## src/rtl/riscv_pkg.sv

```systemverilog
// ============================================================================
//  Module      : riscv_pkg
//  Description : Shared RISC-V definitions: data width, the opcodes the
//                control decoder switches on, the canonical NOP, the fetch
//                queue entry layout and instruction field slice helpers.
//  Revision    : 1.0 - initial release
// ============================================================================
`default_nettype none

package riscv_pkg;

    localparam int XLEN = 32;

    // Major opcodes (instr[6:0])
    localparam logic [6:0] OP_LUI    = 7'b0110111;
    localparam logic [6:0] OP_AUIPC  = 7'b0010111;
    localparam logic [6:0] OP_JAL    = 7'b1101111;
    localparam logic [6:0] OP_JALR   = 7'b1100111;
    localparam logic [6:0] OP_BRANCH = 7'b1100011;
    localparam logic [6:0] OP_LOAD   = 7'b0000011;
    localparam logic [6:0] OP_STORE  = 7'b0100011;
    localparam logic [6:0] OP_IMM    = 7'b0010011;
    localparam logic [6:0] OP_REG    = 7'b0110011;

    // addi x0, x0, 0
    localparam logic [XLEN-1:0] NOP_INSTR = 32'h0000_0013;

    // One prefetch queue slot: fetch address plus the word returned for it
    typedef struct packed {
        logic [XLEN-1:0] pc;
        logic [XLEN-1:0] instr;
    } fetch_entry_t;

    function automatic logic [6:0] get_opcode(input logic [XLEN-1:0] instr);
        return instr[6:0];
    endfunction

    function automatic logic [2:0] get_funct3(input logic [XLEN-1:0] instr);
        return instr[14:12];
    endfunction

    // Only bit 30 of funct7 distinguishes add/sub and srl/sra for the decoder
    function automatic logic get_funct7b5(input logic [XLEN-1:0] instr);
        return instr[30];
    endfunction

endpackage

`default_nettype wire

```

## src/rtl/fetch_fifo.sv

```systemverilog
// ============================================================================
//  Module      : fetch_fifo
//  Description : DEPTH x 64-bit synchronous FIFO holding {pc, instr} pairs
//                between instruction memory and decode. Flush wins over push.
//                Push and pop together on a full FIFO are accepted.
//  Revision    : 1.0 - initial release
// ============================================================================
`default_nettype none

module fetch_fifo
    import riscv_pkg::*;
#(
    parameter int DEPTH = 2
) (
    input  logic                       clk,
    input  logic                       rst_n,
    input  logic                       push,
    input  logic                       pop,
    input  logic                       flush,
    input  logic [2*XLEN-1:0]          wdata,
    output logic [2*XLEN-1:0]          rdata,
    output logic [$clog2(DEPTH):0]     count,
    output logic                       full,
    output logic                       empty
);

    localparam int AW = (DEPTH > 1) ? $clog2(DEPTH) : 1;
    localparam int CW = $clog2(DEPTH) + 1;
    localparam logic [CW-1:0] c_depth = CW'(DEPTH);

    logic [2*XLEN-1:0] r_mem [DEPTH];
    logic [AW-1:0]     r_rd_ptr;
    logic [AW-1:0]     r_wr_ptr;
    logic [CW-1:0]     r_count;

    logic w_do_pop;
    logic w_do_push;

    assign empty = (r_count == '0);
    assign full  = (r_count == c_depth);
    assign count = r_count;
    assign rdata = r_mem[r_rd_ptr];

    // A push into a full FIFO is only taken when the head leaves in the same cycle
    assign w_do_pop  = pop  && !empty;
    assign w_do_push = push && (!full || w_do_pop);

    // Pointer and occupancy tracking; pointers wrap naturally since DEPTH is a power of two
    always_ff @(posedge clk) begin
        if (!rst_n || flush) begin
            r_rd_ptr <= '0;
            r_wr_ptr <= '0;
            r_count  <= '0;
        end else begin
            if (w_do_push) r_wr_ptr <= r_wr_ptr + AW'(1);
            if (w_do_pop)  r_rd_ptr <= r_rd_ptr + AW'(1);
            r_count <= r_count + CW'(w_do_push) - CW'(w_do_pop);
        end
    end

    // Storage write; contents need no reset because occupancy gates every read
    always_ff @(posedge clk) begin
        if (rst_n && !flush && w_do_push) begin
            r_mem[r_wr_ptr] <= wdata;
        end
    end

endmodule

`default_nettype wire

```

## src/rtl/fetch_unit.sv

```systemverilog
// ============================================================================
//  Module      : fetch_unit
//  Description : Instruction fetch stage. Owns the fetch PC, issues in-order
//                credit-limited requests to instruction memory, buffers the
//                returned words and presents them to decode. Redirects flush
//                the queue and discard every response still in flight.
//  Revision    : 1.0 - initial release
// ============================================================================
`default_nettype none

module fetch_unit
    import riscv_pkg::*;
#(
    parameter logic [XLEN-1:0] RESET_PC = 32'h0000_0000,
    parameter int              DEPTH    = 2
) (
    input  logic             clk,
    input  logic             rst_n,
    // instruction memory
    output logic             imem_req,
    output logic [XLEN-1:0]  imem_addr,
    input  logic             imem_gnt,
    input  logic             imem_rvalid,
    input  logic [XLEN-1:0]  imem_rdata,
    // redirect from execute
    input  logic             redirect,
    input  logic [XLEN-1:0]  redirect_pc,
    // decode stage
    output logic             id_valid,
    input  logic             id_ready,
    output logic [XLEN-1:0]  id_instr,
    output logic [XLEN-1:0]  id_pc,
    output logic [XLEN-1:0]  id_pcplus4,
    output logic [6:0]       id_op,
    output logic [2:0]       id_funct3,
    output logic             id_funct7
);

    localparam int CW = $clog2(DEPTH) + 1;
    localparam logic [CW-1:0] c_depth = CW'(DEPTH);

    logic [XLEN-1:0] r_fpc;          // next address to request
    logic [XLEN-1:0] r_rpc;          // address belonging to the next kept response
    logic [CW-1:0]   r_outstanding;  // granted, not yet returned
    logic [CW-1:0]   r_discard;      // returns still to be thrown away

    logic            w_grant;
    logic            w_keep;
    logic            w_pop;
    logic            w_credit;
    logic [CW-1:0]   w_out_next;
    logic [XLEN-1:0] w_target;

    logic [CW-1:0]   w_count;
    logic            w_full;
    logic            w_empty;
    logic [2*XLEN-1:0] w_fifo_rdata;
    fetch_entry_t    w_head;
    fetch_entry_t    w_push_entry;

    // Credit counts both buffered words and requests in flight, so every
    // granted request is guaranteed a queue slot when it returns
    assign w_credit  = ((r_outstanding + w_count) < c_depth) && !w_full;
    assign imem_req  = rst_n && w_credit;
    assign imem_addr = rst_n ? r_fpc : RESET_PC;

    assign w_grant    = imem_req && imem_gnt;
    assign w_keep     = imem_rvalid && (r_discard == '0) && !redirect;
    assign w_pop      = id_valid && id_ready;
    assign w_out_next = r_outstanding + CW'(w_grant) - CW'(imem_rvalid);
    assign w_target   = redirect_pc & ~32'd3;

    assign w_push_entry.pc    = r_rpc;
    assign w_push_entry.instr = imem_rdata;

    // PC, response-PC and in-flight bookkeeping; a redirect rebases both PCs
    // and marks everything still outstanding (including this cycle's grant) stale
    always_ff @(posedge clk) begin
        if (!rst_n) begin
            r_fpc         <= RESET_PC;
            r_rpc         <= RESET_PC;
            r_outstanding <= '0;
            r_discard     <= '0;
        end else begin
            r_outstanding <= w_out_next;
            if (redirect) begin
                r_fpc     <= w_target;
                r_rpc     <= w_target;
                r_discard <= w_out_next;
            end else begin
                if (w_grant) r_fpc <= r_fpc + 32'd4;
                if (w_keep)  r_rpc <= r_rpc + 32'd4;
                if (imem_rvalid && (r_discard != '0)) r_discard <= r_discard - CW'(1);
            end
        end
    end

    fetch_fifo #(
        .DEPTH (DEPTH)
    ) u_fifo (
        .clk   (clk),
        .rst_n (rst_n),
        .push  (w_keep),
        .pop   (w_pop),
        .flush (redirect),
        .wdata (w_push_entry),
        .rdata (w_fifo_rdata),
        .count (w_count),
        .full  (w_full),
        .empty (w_empty)
    );

    assign w_head = fetch_entry_t'(w_fifo_rdata);

    // Data outputs are forced to zero whenever nothing valid is presented
    assign id_valid   = rst_n && !w_empty;
    assign id_instr   = id_valid ? w_head.instr : '0;
    assign id_pc      = id_valid ? w_head.pc    : '0;
    assign id_pcplus4 = id_valid ? (w_head.pc + 32'd4) : '0;
    assign id_op      = get_opcode(id_instr);
    assign id_funct3  = get_funct3(id_instr);
    assign id_funct7  = get_funct7b5(id_instr);

endmodule

`default_nettype wire

```

## config.mk

```make
export PLATFORM = sky130hd
export DESIGN_NAME = fetch_unit
export DESIGN_NICKNAME = d
export VERILOG_FILES = /design/src/rtl/riscv_pkg.sv /design/src/rtl/fetch_fifo.sv /design/src/rtl/fetch_unit.sv
export SDC_FILE = /design/constraint.sdc
export NUM_CORES = 1
export LEC_CHECK = 0
export ABC_AREA = 1
export CORE_ASPECT_RATIO = 1.75
export CORE_MARGIN = 5
export CORE_UTILIZATION = 45
export CTS_CLUSTER_DIAMETER = 50
export DETAILED_ROUTE_END_ITERATION = 8
export PLACE_DENSITY = 0.73
export SYNTH_ARGS = -nofsm -noshare
export SYNTH_HDL_FRONTEND = slang
export SYNTH_SLANG_ARGS = --single-unit
```

## constraint.sdc

```tcl
create_clock -name clk -period 6.8 [get_ports clk]
set_input_delay 0.68 -clock clk [delete_from_list [all_inputs] [get_ports clk]]
set_output_delay 0.68 -clock clk [all_outputs]
set_load 0.005 [all_outputs]
```

* After elaboration in Yosys (flattened, before gate mapping)
Memory sizes are Yosys's and may differ from the RTL's. A register that Yosys moved wholly into a read port is not among the register bits.
Cells that the tools add are included.
** Storage, ports and cells
- Bits in registers :: 72
- Word-level logic and storage cells :: 63
- Memories :: 1
- Output and inout port bits :: 141
- Memory bits (writable) :: 128
** Memories
- u_fifo.r_mem :: words 2, width 64, rd ports 1, clocked after Yosys merged registers in 1, wr ports 1, RTL line fetch_fifo.sv:31 : logic [2*XLEN-1:0] r_mem [DEPTH];
** Operators by class
- Add/sub/neg operators :: 11
- Equal/unequal tests :: 1
- Reduce and logical (&&, ||, !) cells :: 25
- Bitwise logic cells :: 1
- Mux-type cells :: 14
- Magnitude comparators :: 1
** Operators with widths (count)
- 2-to-1 mux 32 bit :: 8
- adder 32 x 3 -> 32 bit (second input constant) :: 3
- logical AND 1 bit :: 12
- nonzero test 2 bit :: 4
- adder 2 x 1 -> 2 bit :: 2
- zero test 1 bit :: 4
- zero test 2 bit :: 2
- 2-to-1 mux 1 bit :: 4
- 2-to-1 mux 2 bit :: 2
- subtractor 2 x 1 -> 2 bit :: 2
- adder 1 bit (second input constant) :: 2
- adder 2 bit :: 1
- equality test 2 bit (second input constant) :: 1
- logical OR 1 bit :: 2
- < comparator 2 bit (second input constant) :: 1
- OR reduction 2 bit :: 1
- subtractor 2 x 1 -> 2 bit (second input constant) :: 1
- NOT 1 bit :: 1

* Longest topological paths before layout
- Depth in word-level cells :: 10
- Mapped depth :: 15
- Depth with buffers taken out :: 12

* Cells and area by module
A second synthesis with hierarchy kept.
** Second synthesis, totals
- Cell total of the unflattened synthesis :: 1319
- Area total of the unflattened synthesis :: 11094.4 µm²
** Modules (own cells, without submodules)
- fetch_unit :: area each 5895.7 µm², seq. area each 1281.2 µm², cells an instance 1073, instances 1
- fetch_fifo :: area each 5198.7 µm², seq. area each 3943.8 µm², cells an instance 246, instances 1

* Least setup slack after synthesis
Ideal clock, no wire load.
- Kind :: input -> register
- Start :: input port rst_n
- End :: memory u_fifo.r_mem[0][0] (netlist name) (enable)
- Required time :: 6.242 ns
- Path buffers :: 0
- Setup slack :: 0.742 ns
- Stages :: 6
- Arrival time :: 5.500 ns
- Library setup time :: 0.558 ns
- Path through :: inv_2 a21oi_2 nand2_1 nand2_1 nand2_1 nor3_1
** Between the ends
- Cells in the longest elaborated chain, start to end :: 8
- Elaborated cells between the ends (all ways) :: 9
** Ends and longest elaborated chain
- start, declared :: RTL line fetch_unit.sv:18 : input logic rst_n,
- logical AND 1 bit :: RTL line fetch_unit.sv:116 : assign id_valid = rst_n && !w_empty;
- logical AND 1 bit :: RTL line fetch_unit.sv:69 : assign w_pop = id_valid && id_ready;
- logical AND 1 bit :: RTL line fetch_fifo.sv:45 : assign w_do_pop = pop && !empty;
- logical OR 1 bit :: RTL line fetch_fifo.sv:46 : assign w_do_push = push && (!full || w_do_pop);
- logical AND 1 bit :: RTL line fetch_fifo.sv:46
- logical AND 1 bit * :: RTL line fetch_fifo.sv:63 : if (rst_n && !flush && w_do_push) begin
- 2-to-1 mux 1 bit * :: RTL line fetch_fifo.sv:63
- 2-to-1 mux 1 bit (not written as such) * :: RTL line fetch_fifo.sv:64 : r_mem[r_wr_ptr] <= wdata;
- end, declared :: RTL line fetch_fifo.sv:31
Mark *: on every way between the ends. The rest lies on a longest branch, timed or not.

==> impl_metrics.csv <==
group,metric,value,unit
run_status,status,"finished clean",
place,place.gp.congestion,0.904,
detailed_routing,dr.pass1.iters,5,
timing,tightest_slew,1.16,ns
clock_tree,numCtsBuffers,17,
worst_setup_path,reg2regPathDepth,8,
die,die_x,129,um
yosys,postSynthAreaPerCell,7.04,um^2
detailed_routing,drc,0,
min_path,hp-start,"u_fifo.r_rd_ptr$_SDFFE_PP0P_",
timing,hold_ws,0.516,ns
worst_setup_path,critPathRequiredTime,6.12,ns
yosys,ys_types,41,
worst_setup_path,r2r-end,"u_fifo.r_mem[1][59]$_DFFE_PP_",
die,floorplan.core_area,0.0244,mm^2
final_layout,syn2layout_area_growth,24.9,%
detailed_routing,num_vias,10244,
clock_tree,h-tree-depth,4,
clock_tree,cts_resized,0,
final_layout,fin_area,0.0139,mm^2
global_route,grt-ovfl-total,0,
place,post-place-ws,2.20,ns
min_path,min_path_cells,2,
clock_tree,clockBufferDepth,2,
clock_tree,cts_setup_buffers,0,
timing,fmax,216,MHz
global_route,gr-usage-all-layers,0.218,
detailed_routing,drtAntennaViolNets,0,
timing,setup_slack,2.17,ns
timing,finalSetupTns,0,ns
yosys,syn-cell-area,0.0111,mm^2
pwr,ir_drop,0.168,mV
die,ioPinCount,211,
yosys,synth-seq-cells,193,
worst_setup_path,r2r_start,"u_fifo.count[1]$_SDFF_PP0_",
yosys,yosysSeqAreaShare,0.460,
final_layout,antenna_cells,0,
die,rows,76,
timing,finalCritPeriodShare,0.680,
yosys,synth_top_flop_cell,"edfxtp_1",
clock_tree,root_buffer,"clkbuf_16",
clock_tree,cts_num_sinks,193,
final_layout,nets,1821,
final_layout,layout-drive-gt1-share,0.0461,
clock_tree,cts_hold_buf,0,
worst_setup_path,crit_arrival,3.95,ns
clock_tree,path_clk_slew,0.07,ns
final_layout,layout_commonest_cell,"nand2_1",
global_route,grt_pass1_vias,9684,
die,start_util,0.454,
global_route,grt_pass1_wl,48600,um
timing,finalWorstPathRequiredPeriod,4.63,ns
clock_tree,cts_tree,"done",
min_path,holdPathEnd,"u_fifo.r_rd_ptr$_SDFFE_PP0P_",
yosys,yosysWarnings,0,
worst_setup_path,cp_max_fo,70,
yosys,synth_enable_flop_cells,124,
run,max_cap_violations,0,
place,io_buffers,202,
timing,slew_headroom,0.226,
min_path,hp-class,"reg2reg",
place,dp_hpwl,23300,um
detailed_routing,wl_per_cell,15.0,um
yosys,synth_cells,1576,
detailed_routing,drt-total-wl,31000,um
timing,rsz0062_at_grt,"false",
place,placed_area,0.0132,mm^2
global_route,grt_start_max_net_pins,71,
worst_setup_path,r2r_slack,4.02,ns
clock_tree,insertion_delay,0.43,ns
worst_setup_path,cp-start-kind,"register",
timing,finalHoldViolations,0,
final_layout,final_cell_mix,"nand2_1, clkdlybuf4s50_1, inv_1",
pwr,power_density,198,mW/mm^2
detailed_routing,drt-initial-drc-count,741,
timing,report.final.slew_viol_count,0,
die,die_h,218,um
die,die_area,0.0280,mm^2
worst_setup_path,criticalPathCategory,"reg2out",
timing,clock-skew-final,0.0149,ns
yosys,async_flop_share,0,
pwr,finalPower,2.74,mW
worst_setup_path,end_kind,"primary output",
timing,setup_viol,0,
detailed_routing,via_per_inst,4.95,
global_route,antenna_found_initial,0,
pwr,p_leak,5.95,nW
==> metrics by stage <==
| stage | std cells | util |
|---|---|---|
| floorplan | 1581 | - |
| global placement | 2037 | 0.541 |
| detailed placement | 2037 | 0.541 |
| CTS | 2069 | 0.567 |
| global route | 2069 | 0.567 |
| finish | 2069 | 0.567 |
==> synthesized netlist by cell type, types with 2 or more instances <==
library cell | number | area share
nand2_1 | 622 | 0.21
inv_1 | 201 | 0.068
nor2_1 | 189 | 0.064
edfxtp_1 | 124 | 0.34
nand3_1 | 89 | 0.040
a21oi_1 | 73 | 0.033
dfxtp_1 | 69 | 0.12
o21ai_0 | 38 | 0.017
clkbuf_1 | 29 | 0.0098
xor2_1 | 22 | 0.017
buf_4 | 19 | 0.013
nand2_2 | 15 | 0.0085
nor2_2 | 14 | 0.0079
buf_2 | 10 | 0.0045
a31oi_1 | 7 | 0.0039
ha_1 | 7 | 0.0079
nand3b_1 | 6 | 0.0041
nand4_1 | 5 | 0.0028
nor3_1 | 4 | 0.0018
xnor2_1 | 4 | 0.0032
buf_1 | 3 | 0.0010
buf_6 | 3 | 0.0030
buf_12 | 2 | 0.0036
o21ai_1 | 2 | 0.00090
o21bai_1 | 2 | 0.0014
or2_2 | 2 | 0.0011
==> power breakdown <==
part / internal, mW / total, mW / switching [mW]
combinational: 0.136 / 0.325 / 0.189
clock: 0.601 / 1.07 / 0.469
sequential: 1.30 / 1.35 / 0.0489
total: 2.03 / 2.74 / 0.707
==> how the worst max path moves through the flow <==
stage,from,end,slack [ns],cells past startpoint
3_5_place_dp,rst_n,u_fifo.r_mem[1][60]$_DFFE_PP_,2.20,10
5_1_grt,register,id_pcplus4[30],1.82,13
6_report,register,id_pcplus4[30],2.17,13
3_3_place_gp,rst_n,u_fifo.r_mem[1][59]$_DFFE_PP_,2.25,10
2_1_floorplan,rst_n,u_fifo.r_mem[0][0]$_DFFE_PP_,0.74,6
4_1_cts,register,id_pcplus4[30],2.12,13
==> layout make-up <==
type,instances,area (um^2)
fillers,2285,10600
flip-flops and latches,193,5110
multi-input cells,1118,4880
repair buffers,210,2080
inverters,204,768
clock buffers,17,425
well taps,312,390
clock inverters,15,214
==> worst max-delay path: stages (launching register included) <==
cell             delay [ns]
dfxtp_2                0.31
buf_4                  0.58
inv_4                  0.46
o21ai_2                0.32
ha_1                   0.30
nand2_2                0.11
nor2_2                 0.30
inv_1                  0.10
nor2_2                 0.22
nand2_1                0.08
nand2_1                0.06
nand2_1                0.04
nor2_1                 0.09
clkdlybuf4s50_1        0.53
==> per-layer routing <==
| metal | vias to the layer above | GRT usage | part of all wire |
|---|---|---|---|
| met5 | - | 0 | 0 |
| met4 | 0 | 0.121 | 0.053 |
| met3 | 77 | 0.0245 | 0.046 |
| met2 | 309 | 0.407 | 0.54 |
| met1 | 4628 | 0.232 | 0.37 |
| li1 | 5230 | - | - |
==> cell families (layout without fill, tap and decap cells) <==
family	after synthesis	in the layout	share of synthesized area
other cells	1	6	0.000338
compound gates	129	129	0.0614
xor+xnor	26	26	0.0205
buf+inv	270	446	0.104
fa+ha+maj	7	7	0.00789
flops	193	193	0.460
simple gates	950	950	0.346
==> sequential cells by signal (all words and copies together), names as in the netlist, named ones only <==
register and cells:
r_rpc 30, u_fifo.r_wr_ptr 1, u_fifo.r_mem 124, u_fifo.count 2, r_discard 2, r_fpc 30, r_outstanding 2, u_fifo.r_rd_ptr 1
No activity file was read; power rests on OpenSTA's default activity.
